<file path="config.mk">
export PLATFORM = sky130hd
export DESIGN_NAME = proc_net_interface
export DESIGN_NICKNAME = d
export VERILOG_FILES = /design/src/rtl/proc_net_interface.sv
export SDC_FILE = /design/constraint.sdc
export NUM_CORES = 1
export LEC_CHECK = 0
export CAP_MARGIN = 15
export CORE_UTILIZATION = 56
export CTS_CLUSTER_DIAMETER = 40
export CTS_CLUSTER_SIZE = 10
export DETAILED_ROUTE_END_ITERATION = 6
export MAX_ROUTING_LAYER = met4
export PLACE_DENSITY = 0.85
export SYNTH_ARGS = -nofsm -noshare
export SYNTH_HDL_FRONTEND = slang
export SYNTH_SLANG_ARGS = --single-unit
</file>
<file path="constraint.sdc">
create_clock -name clock -period 6.82 [get_ports clock]
set_input_delay 1.364 -clock clock [delete_from_list [all_inputs] [get_ports clock]]
set_output_delay 1.364 -clock clock [all_outputs]
set_load 0.02 [all_outputs]
</file>
<file path="src/rtl/proc_net_interface.sv">
// rtl/proc_net_interface.sv - processor-to-mesh network interface with TX FIFO/packetizer and RX unpacker
//
// Ports:
//   clock, reset          rising-edge clock, asynchronous active-low reset
//   p_configure/p_valid   processor request {dest[10:9], payload[8:0]} and its valid
//   p_ready               request FIFO can accept (low in reset or when full)
//   block_all_paths       global TX stall
//   r_input/r_ready       flit {valid, src, dest, seq, payload} to router, router accept
//   r_output              flit from router, same format
//   r_output_ready        interface can take an RX flit
//   p_recieve_data/src    received payload and source id
//   p_recieve_valid/ack   received data valid, processor consumed it
//   misroute_count        saturating count of flits dropped for wrong destination

module proc_net_interface #(
  parameter logic [1:0] NODE_ID    = 2'd0,
  parameter int         FIFO_DEPTH = 4
) (
  input  logic        clock,
  input  logic        reset,
  input  logic [10:0] p_configure,
  input  logic        p_valid,
  output logic        p_ready,
  input  logic        block_all_paths,
  output logic [17:0] r_input,
  input  logic        r_ready,
  input  logic [17:0] r_output,
  output logic        r_output_ready,
  output logic [8:0]  p_recieve_data,
  output logic [1:0]  p_recieve_src,
  output logic        p_recieve_valid,
  input  logic        p_recieve_ack,
  output logic [7:0]  misroute_count
);

  localparam int AW = (FIFO_DEPTH > 1) ? $clog2(FIFO_DEPTH) : 1;
  localparam int CW = AW + 1;

  typedef enum logic [1:0] {IDLE, SEND, STALL} tx_state_t;

  logic [10:0]   fifo_mem [FIFO_DEPTH];
  logic [AW-1:0] wr_ptr, rd_ptr;
  logic [CW-1:0] count;
  logic          full, empty, push, pop, can_load;
  logic [10:0]   head;
  logic [17:0]   new_flit, flit_d;
  logic [3:0]    seq_q, seq_d;
  tx_state_t     state_q, state_d;
  logic          rx_accept;

  assign full     = (count == CW'(FIFO_DEPTH));
  assign empty    = (count == '0);
  assign p_ready  = reset && !full;
  assign push     = p_valid && p_ready;
  assign can_load = !empty && !block_all_paths;
  assign head     = fifo_mem[rd_ptr];
  assign new_flit = {1'b1, NODE_ID, head[10:9], seq_q, head[8:0]};

  // Storage needs no reset: the count/pointers define what is live.
  always_ff @(posedge clock) begin
    if (push) fifo_mem[wr_ptr] <= p_configure;
  end

  // Depth is a power of two, so the pointers wrap naturally.
  always_ff @(posedge clock or negedge reset) begin
    if (!reset) begin
      wr_ptr <= '0;
      rd_ptr <= '0;
      count  <= '0;
    end else begin
      if (push) wr_ptr <= wr_ptr + AW'(1);
      if (pop)  rd_ptr <= rd_ptr + AW'(1);
      count <= count + CW'(push) - CW'(pop);
    end
  end

  always_ff @(posedge clock or negedge reset) begin
    if (!reset) begin
      state_q <= IDLE;
      r_input <= '0;
      seq_q   <= '0;
    end else begin
      state_q <= state_d;
      r_input <= flit_d;
      seq_q   <= seq_d;
    end
  end

  // An accepted flit may be replaced in the same edge (back-to-back);
  // a stalled flit keeps its body so it resumes with the same seq.
  always_comb begin
    state_d = state_q;
    flit_d  = r_input;
    seq_d   = seq_q;
    pop     = 1'b0;
    case (state_q)
      IDLE: begin
        if (can_load) begin
          pop     = 1'b1;
          flit_d  = new_flit;
          seq_d   = seq_q + 4'd1;
          state_d = SEND;
        end
      end
      SEND: begin
        if (r_ready) begin
          if (can_load) begin
            pop    = 1'b1;
            flit_d = new_flit;
            seq_d  = seq_q + 4'd1;
          end else begin
            flit_d  = '0;
            state_d = IDLE;
          end
        end else if (block_all_paths) begin
          flit_d[17] = 1'b0;
          state_d    = STALL;
        end
      end
      STALL: begin
        if (!block_all_paths) begin
          flit_d[17] = 1'b1;
          state_d    = SEND;
        end
      end
      default: state_d = IDLE;
    endcase
  end

  // Held at 0 during reset so every output reads 0 while reset is low.
  assign r_output_ready = reset && !p_recieve_valid;
  assign rx_accept      = r_output[17] && r_output_ready;

  always_ff @(posedge clock or negedge reset) begin
    if (!reset) begin
      p_recieve_data  <= '0;
      p_recieve_src   <= '0;
      p_recieve_valid <= 1'b0;
      misroute_count  <= '0;
    end else begin
      if (p_recieve_valid && p_recieve_ack) begin
        p_recieve_valid <= 1'b0;
      end else if (rx_accept) begin
        if (r_output[14:13] == NODE_ID) begin
          p_recieve_data  <= r_output[8:0];
          p_recieve_src   <= r_output[16:15];
          p_recieve_valid <= 1'b1;
        end else if (misroute_count != 8'hFF) begin
          misroute_count <= misroute_count + 8'd1;
        end
      end
    end
  end

endmodule

</file>
; Yosys cells after proc, flatten, opt, wreduce, memory -nomap -nowiden
; Memories as Yosys holds them, arrays and structs flattened.
; Cells that the tools add are included.
[word_totals]
mem_bits_rw = 44
rom_bits = 0
word_cells = 78
input_bits = 35
latch_bits = 0
reg_bits = 51
n_memories = 1
[memory_table]
columns = memory, depth, word_bits, read_ports, rd_ports_with_merged_regs, wr, line_no
row1 = fifo_mem, 4, 11, 1, 0, 1, 41  ; logic [10:0] fifo_mem [FIFO_DEPTH];
[classes]
bitwise = 2
multipliers = 0
reduce_logical = 24
n_eq_ne = 9
order_cmp = 0
addsub = 6
div_mod_pow = 0
n_mux = 25
n_shift = 0
[ops]
columns = op, n
row1 = two-way mux 18 bit, 2
row2 = one-hot mux 17 bit (2 select lines), 1
row3 = two-way mux 17 bit, 1
row4 = AND reduction 4 bit, 3
row5 = two-way mux 1 bit, 10
row6 = two-way mux 2 bit, 5
row7 = "adder 8 x 1 -> 8 bit, second input constant", 1
row8 = two-way mux 4 bit, 2
row9 = "inequality test 8 bit, second input constant", 1
row10 = one-hot mux 4 bit (2 select lines), 1
row11 = logical AND 1 bit, 6
row12 = "inequality test 2 bit, second input constant", 3
row13 = "inequality test 3 bit, second input constant", 2
row14 = one-hot mux 2 bit (3 select lines), 1
row15 = AND reduction 3 bit, 2
row16 = nonzero test 2 bit, 3
row17 = "adder 2 x 1 -> 2 bit, second input constant", 2
row18 = "adder 4 x 1 -> 4 bit, second input constant", 1
row19 = zero test 1 bit, 4
row20 = zero test 2 bit, 2
row21 = AND reduction 2 bit, 2
row22 = adder 3 x 1 -> 3 bit, 1
row23 = "equality test 3 bit, second input constant", 1
row24 = zero test 3 bit, 1
row25 = 7 further kinds, 8

; Depth between registers and ports, before layout
; Gate-level depths: netlist (run 1).
[logic_depth]
ltp_word = 7
ltp_mapped = 10

; Worst setup path after synthesis (run 1)
; Ideal clock, no wire load.
[synth_path]
kind = in2reg
from = input port reset
to = register count[2]
path_stages = 9
arrival_ns = 3.246
required_time_ns = 6.697
setup_ns = 0.123
n_path_buf = 0
setup_slack_ns = 3.451
path_cell_list = a21boi_1 -> and2_1 -> inv_1 -> ha_1 -> inv_1 -> ha_1 -> fa_1 -> xnor2_1 -> xnor2_1
[synth_via]
elab_chain_cells = 4
[synth_rtl]
columns = item, line_no
row1 = "start, declared", 20  ; input logic reset,
row2 = logical AND 1 bit, 53  ; assign p_ready = reset && !full;
row3 = logical AND 1 bit, 54  ; assign push = p_valid && p_ready;
row4 = adder 3 x 1 -> 3 bit, 73  ; count <= count + CW'(push) - CW'(pop);
row5 = subtractor 3 x 1 -> 3 bit, 73
row6 = "end signal, assigned", 73
row7 = "end, declared", 43  ; logic [CW-1:0] count;
; Every way passes these cells.
; A chain may end at the register's enable or synchronous reset.

; Worst setup path in the final report (run 1)
[layout_path]
from = input port reset
to = output port r_output_ready
[layout_via]
elab_chain_cells = 1
[layout_rtl]
columns = item, line_no
row1 = logical AND 1 bit, 131  ; assign r_output_ready = reset && !p_recieve_valid;
row2 = "end, declared", 28  ; output logic r_output_ready,
; Every way passes these cells.

==> flow_summary_export.csv, run 1 <==
group,metric,value,unit
setup_path,worstSetupEndpointType,"output port",
placed_design,place_area,0.004672,mm^2
synthesis,ys_seq_area_share,65.01,%
cells_and_area,layout_common_cells,"clkdlybuf4s50_1, dfrtp_1, edfxtp_1",
die,core_region_area,0.006794,mm^2
setup_path,rr_endpoint,"count[2]",
routing,post_drt_wl_per_cell,14.60,um
routing,antenna_left,0,
sta,period_share,62.13,%
synthesis,ys_ff_latch,93,
synthesis,avgSynthCellArea,14.30,um^2
placed_design,hpwl,4.664,mm
cells_and_area,layout_commonest_cell,"clkdlybuf4s50_1",
clocking,cts_setup_buffers,0,
power_and_ir_drop,p_leak,1.935,nW
placed_design,place_congestion,0.8140,
clocking,cts_tree,"built",
sta,fin_setup_tns,0,ps
routing,drc,0,
setup_path,reg2reg_from,"state_q[1]",
clocking,h-tree-depth,3,
routing,routed_wl,6.528,mm
sta,max-slew-margin-rel,44.07,%
power_and_ir_drop,vdd_drop_max,0.1567,mV
setup_path,slowest_delay,600,ps
worst_hold_path,worstHoldPathType,"reg -> reg",
sta,fmax,236.0,MHz
clocking,postCtsHoldBufs,0,
setup_path,worstRegToRegCells,10,
cells_and_area,postLayoutCellArea,0.004876,mm^2
synthesis,synth_top_cell_area_share,33.72,%
clocking,clockBufferDepth,2,
routing,first_iter_violations,135,
setup_path,worstSetupPathType,"in -> out",
synthesis,synthesis.area,0.003919,mm^2
die,dieWidth,85.65,um
setup_path,crit_required,5460,ps
run_status,status,"complete, no violations",
setup_path,crit_family,"buffers and inverters",
cells_and_area,drive_above_1_share,13.96,%
worst_hold_path,worstHoldEndpoint,"r_input[10]",
synthesis,synthCells,274,
placed_design,dp_cells,431,
sta,period_needed,4237,ps
synthesis,yosysUniqueCellTypes,40,
sta,finalHoldViolations,0,
clocking,numCtsBuffers,9,
synthesis,synthTopCellsByArea,"edfxtp_1, dfrtp_1, mux4_2",
sta,skew,8.713,ps
sta,worstMarginPinSlew,839.0,ps
setup_path,path_buf_inv,3,
clocking,cts_resized,0,
routing,viasPerCell,5.206,
setup_path,path_max_fanout,42,
placed_design,portBuffers,68,
clocking,clockRootBuffer,"clkbuf_8",
grt,grt_pass1_wl,10.73,mm
setup_path,crit_path_start_kind,"input pin",
routing,drtPass1Iterations,4,
routing,vias,2327,
setup_path,critPathArrivalTime,2870,ps
clocking,clkTransAtPathRegs,90,ps
grt,grt_start_max_net_pins,43,
setup_path,reg2reg_slack,4290,ps
grt,grt_overflow,0,
cells_and_area,fillerInstances,470,
setup_path,cp_slowest_cell,"clkdlybuf4s50_1",
job,maxCapViolCount,0,
clocking,cts.sinks,93,
power_and_ir_drop,pwr_density_cell,413.4,mW/mm^2
cells_and_area,layout.nets,394,
setup_path,path_cells,"buf_2 -> buf_4 -> nor2b_1 -> clkdlybuf4s50_1",
die,io_pins,75,
grt,grt_usage,19.79,%
die,initial_core_util,57.68,%
cells_and_area,stdcell_count,447,
sta,grt_setup_unrepaired,"no",
die,dieArea,0.007336,mm^2
clocking,clock_latency,350,ps
grt,grt_pass1_vias,2327,
worst_hold_path,hp-start,"r_input[10]",
synthesis,yosysWarningCount,0,
worst_hold_path,hold_depth,2,
die,num_rows,30,
sta,drv_slew,0,
sta,setup_viol,0,
cells_and_area,n_antenna_cell,0,
cells_and_area,area_growth,24.43,%
synthesis,yosys.area.top_type,"edfxtp_1",
die,die_y,85.65,um
grt,antenna_found_initial,0,
cell type report:
type                       instances  area (um^2)  share of cell area [%]
sequential                        93         2547                   52.25
multi-input combinational        157         1257                   25.79
timing repair buffer              70        690.7                   14.16
clock buffer                       9        123.9                   2.540
tap                               96        120.1                   2.463
clock inverter                     7        80.08                   1.642
inverter                          15        56.30                   1.155
cell families (layout without fill, tap and decap cells):
family,count (synthesis),in the layout,share of synthesized area (%)
compound gates,31,31,4.630
xor+xnor,12,12,2.682
fa+ha+maj,13,13,4.342
buf+inv,25,101,3.001
flops,93,93,65.01
mux,31,31,11.94
other cells,1,2,0.09569
simple gates,68,68,8.302
how the worst max path moves through the flow:
| stage | start | end | slack (ps) | cells past startpoint |
|---|---|---|---|---|
| detailed placement | reset | r_output_ready | 2530 | 4 |
| global route | reset | r_output_ready | 2410 | 4 |
| floorplan | reset | count[2] | 3450 | 9 |
| CTS | reset | r_output_ready | 2540 | 4 |
| finish | reset | r_output_ready | 2580 | 4 |
| global placement | reset | r_output_ready | 2540 | 4 |
power breakdown:
| group | switching [mW] | total (mW) | internal, mW |
|---|---|---|---|
| clock | 0.193 | 0.367 | 0.174 |
| combinational | 0.397 | 0.777 | 0.380 |
| sequential | 0.130 | 0.871 | 0.741 |
metal layers:
metal | vias to the layer above | part of all wire (%) | global-route usage (%)
li1 | 1120 | - | -
met1 | 1126 | 42 | 24.44
met2 | 67 | 51 | 32.00
met3 | 14 | 5.1 | 4.331
met4 | 0 | 2.0 | 8.182
met5 | - | 0 | -
worst reg2reg max path: stages (launching register included):
cell and delay (ps):
dfrtp_1 420, inv_1 110, ha_1 310, a21oi_1 70, nor3_1 400, ha_1 230
inv_1 40, ha_1 180, fa_1 380, xnor2_1 180, xnor2_1 130
through the flow:
stage / power (mW) / setup WS [ps] / util (%) / hold slack (ps)
2_1_floorplan: 1.377 / 3451 / - / 441.5
3_3_place_gp: 1.622 / 2535 / 68.77 / 456.5
3_5_place_dp: 1.666 / 2534 / 68.77 / 469.1
4_1_cts: 2.035 / 2540 / 71.77 / 488.9
5_1_grt: 2.153 / 2413 / 71.77 / 524.3
6_report: 2.016 / 2583 / 71.77 / 481.9
synthesized netlist by cell type:
master and n:
buf_2 6, clkbuf_2 1, a22oi_1 2, dfrtp_1 49, nand3_1 4, o21ai_1 2
mux2i_1 4, nor2_1 5, edfxtp_1 44, inv_1 15, o32ai_1 1, o21ai_0 17
buf_6 1, ha_1 12, and3b_1 1, and2_1 1, and3_1 4, mux4_2 11
xor2_1 6, o221a_2 1, a211oi_1 1, a21oi_1 4, nor4_1 1, nor3b_2 1
buf_4 2, xnor2_1 6, a21boi_1 1, nor3_1 5, or3_1 1, nor3b_1 3
o21bai_1 1, and2_0 1, a211o_1 1, conb_1 1, nand4_1 1, nand2_1 37
nor2b_1 2, fa_1 1, nor3_2 1, mux2_2 16
state kept, by name, indices dropped and copies added, names as in the netlist:
register	count
wr_ptr	2
fifo_mem	44
p_recieve_data	9
p_recieve_src	2
seq_q	4
state_q	2
rd_ptr	2
misroute_count	8
r_input	16
p_recieve_valid	1
count	3
Power figures use the tool's default switching activity.
==> inputs of run 2 (changes only) <==
--- a/config.mk
+++ b/config.mk
@@ -6,12 +6,12 @@
 export NUM_CORES = 1
 export LEC_CHECK = 0
 export CAP_MARGIN = 15
-export CORE_UTILIZATION = 56
+export CORE_UTILIZATION = 52
 export CTS_CLUSTER_DIAMETER = 40
 export CTS_CLUSTER_SIZE = 10
 export DETAILED_ROUTE_END_ITERATION = 6
 export MAX_ROUTING_LAYER = met4
-export PLACE_DENSITY = 0.85
+export PLACE_DENSITY = 0.8
 export SYNTH_ARGS = -nofsm -noshare
 export SYNTH_HDL_FRONTEND = slang
 export SYNTH_SLANG_ARGS = --single-unit
==> constraint.sdc (replaced) <==
create_clock -name clock -period 4.2 [get_ports clock]
set_input_delay 0.84 -clock clock [delete_from_list [all_inputs] [get_ports clock]]
set_output_delay 0.84 -clock clock [all_outputs]
set_load 0.02 [all_outputs]
==> run 2 against run 1 <==
Against the previous run:
- clock-buffer cell count unchanged
- worst setup slack worse by 1300 ps
- hold slack improved by 3.7 ps
- critical path depth shrank 1
- global-route usage decreased by 0.76 points
- non-clock buffer count unchanged
- clock power up 53%
- register-to-register slack worse by 2500 ps
- critical path type unchanged
- highest routed layer unchanged
==> flow_summary_export.csv, run 2 (synthesis results as in run 1) <==
group,metric,value,unit
cells_and_area,top_regs,"fifo_mem (44), r_input (16), p_recieve_data (9)",
clocking,clockRootBuffer,"clkbuf_8",
sta,setup_viol,0,
cells_and_area,stdcell_count,450,
clocking,numCtsBuffers,9,
setup_path,reg2reg_from,"state_q[1]",
routing,antenna_left,0,
clocking,cts.sinks,93,
clocking,clockBufferDepth,2,
setup_path,critPathArrivalTime,2050,ps
grt,antenna_found_initial,0,
sta,worstMarginPinSlew,801.5,ps
die,dieWidth,88.81,um
grt,grt_overflow,0,
setup_path,worstSetupPathType,"in -> out",
clocking,clkTransAtPathRegs,90,ps
sta,hold-worst-slack,485.6,ps
setup_path,rr_endpoint,"count[2]",
cells_and_area,layout_commonest_cell,"clkdlybuf4s50_1",
setup_path,worstSetupEndpointType,"output port",
placed_design,place_area,0.004676,mm^2
cells_and_area,regMostFlops,"fifo_mem",
die,die_y,88.81,um
placed_design,dp_cells,434,
grt,grt_pass1_wl,10.68,mm
sta,period_share,68.88,%
sta,fmax,345.7,MHz
routing,vias,2339,
sta,grt_setup_unrepaired,"no",
cells_and_area,postLayoutCellArea,0.004866,mm^2
die,num_rows,31,
grt,grt_pass1_vias,2260,
placed_design,portBuffers,68,
cells_and_area,n_antenna_cell,0,
worst_hold_path,worstHoldPathType,"reg -> reg",
routing,viasPerCell,5.198,
routing,first_iter_violations,203,
clocking,h-tree-depth,3,
sta,skew,8.032,ps
clocking,postCtsHoldBufs,0,
placed_design,place_congestion,0.7450,
die,dieArea,0.007887,mm^2
clocking,cts_tree,"built",
cells_and_area,layout_common_cells,"clkdlybuf4s50_1, dfrtp_1, edfxtp_1",
setup_path,critPathLaunch,"reset",
job,maxCapViolCount,0,
power_and_ir_drop,vdd_drop_max,0.2858,mV
sta,fin_setup_tns,0,ps
sta,max-slew-margin-rel,46.57,%
clocking,cts_resized,0,
run_status,status,"complete, no violations",
sta,period_needed,2893,ps
routing,drtPass1Iterations,4,
grt,grt_start_max_net_pins,51,
power_and_ir_drop,power,3.233,mW
placed_design,hpwl,4.772,mm
sta,drv_slew,0,
routing,routed_wl,6.755,mm
setup_path,path_max_fanout,6,
setup_path,reg2reg_slack,1790,ps
placed_design,dp_slack,1182,ps
power_and_ir_drop,pwr_density_cell,664.4,mW/mm^2
cells_and_area,area_growth,24.17,%
setup_path,worstRegToRegCells,10,
die,io_pins,75,
sta,finalHoldViolations,0,
routing,post_drt_wl_per_cell,15.01,um
power_and_ir_drop,p_leak,1.930,nW
cells_and_area,drive_above_1_share,13.96,%
routing,drc,0,
setup_path,crit_path_start_kind,"input pin",
setup_path,crit_required,3360,ps
clocking,clock_latency,350,ps
die,initial_core_util,54.03,%
die,core_region_area,0.007253,mm^2
clocking,cts_setup_buffers,0,
cells_and_area,layout.nets,394,
cells_and_area,final_util,67.09,%
sta,worst_slack,1307,ps
setup_path,endpoint,"p_ready",
grt,grt_usage,19.03,%
cells_and_area,largest_register_ffs,44,
run 2: cell count changes in the layout (fill, tap and decap cells not counted):
cell	previous run	this run
inv_6	3	1
bufinv_16	1	0
inv_8	0	3
run 2: critical path, cell delays in order:
cell	delay, ps
buf_2	130
a21boi_1	400
clkdlybuf4s50_1	690
run 2: layer usage:
layer | global-route usage [%] | vias to the layer above | wire, um
met2 | 30.56 | 71 | 3295
met4 | 8.504 | 0 | 157
met1 | 23.27 | 1134 | 2884
met5 | - | - | 0
li1 | - | 1119 | -
met3 | 4.104 | 15 | 417
run 2: power breakdown:
part	internal [mW]	switching (mW)	total (mW)
clock network	0.230	0.331	0.562
registers	1.20	0.213	1.42
logic	0.616	0.639	1.26
run 2: how the worst min path moves through the flow:
| stage | depth (start not counted) | slack (ps) | startpoint | end |
|---|---|---|---|---|
| 5_1_grt | 1 | 510 | seq_q[3] | seq_q[3] |
| 3_3_place_gp | 1 | 460 | seq_q[3] | seq_q[3] |
| 4_1_cts | 2 | 490 | r_input[0] | r_input[0] |
| 2_1_floorplan | 1 | 440 | seq_q[3] | seq_q[3] |
| 3_5_place_dp | 2 | 470 | r_input[0] | r_input[0] |
| 6_report | 2 | 490 | r_input[0] | r_input[0] |
run 2: final cells by class:
cell class	instances	area, um^2
multi-input cells	157	1257
fillers	525	2387
repair buffers	70	690.7
flip-flops and latches	93	2547
clock inverters	7	66.31
clock buffers	9	123.9
inverters	15	56.30
well taps	99	123.9
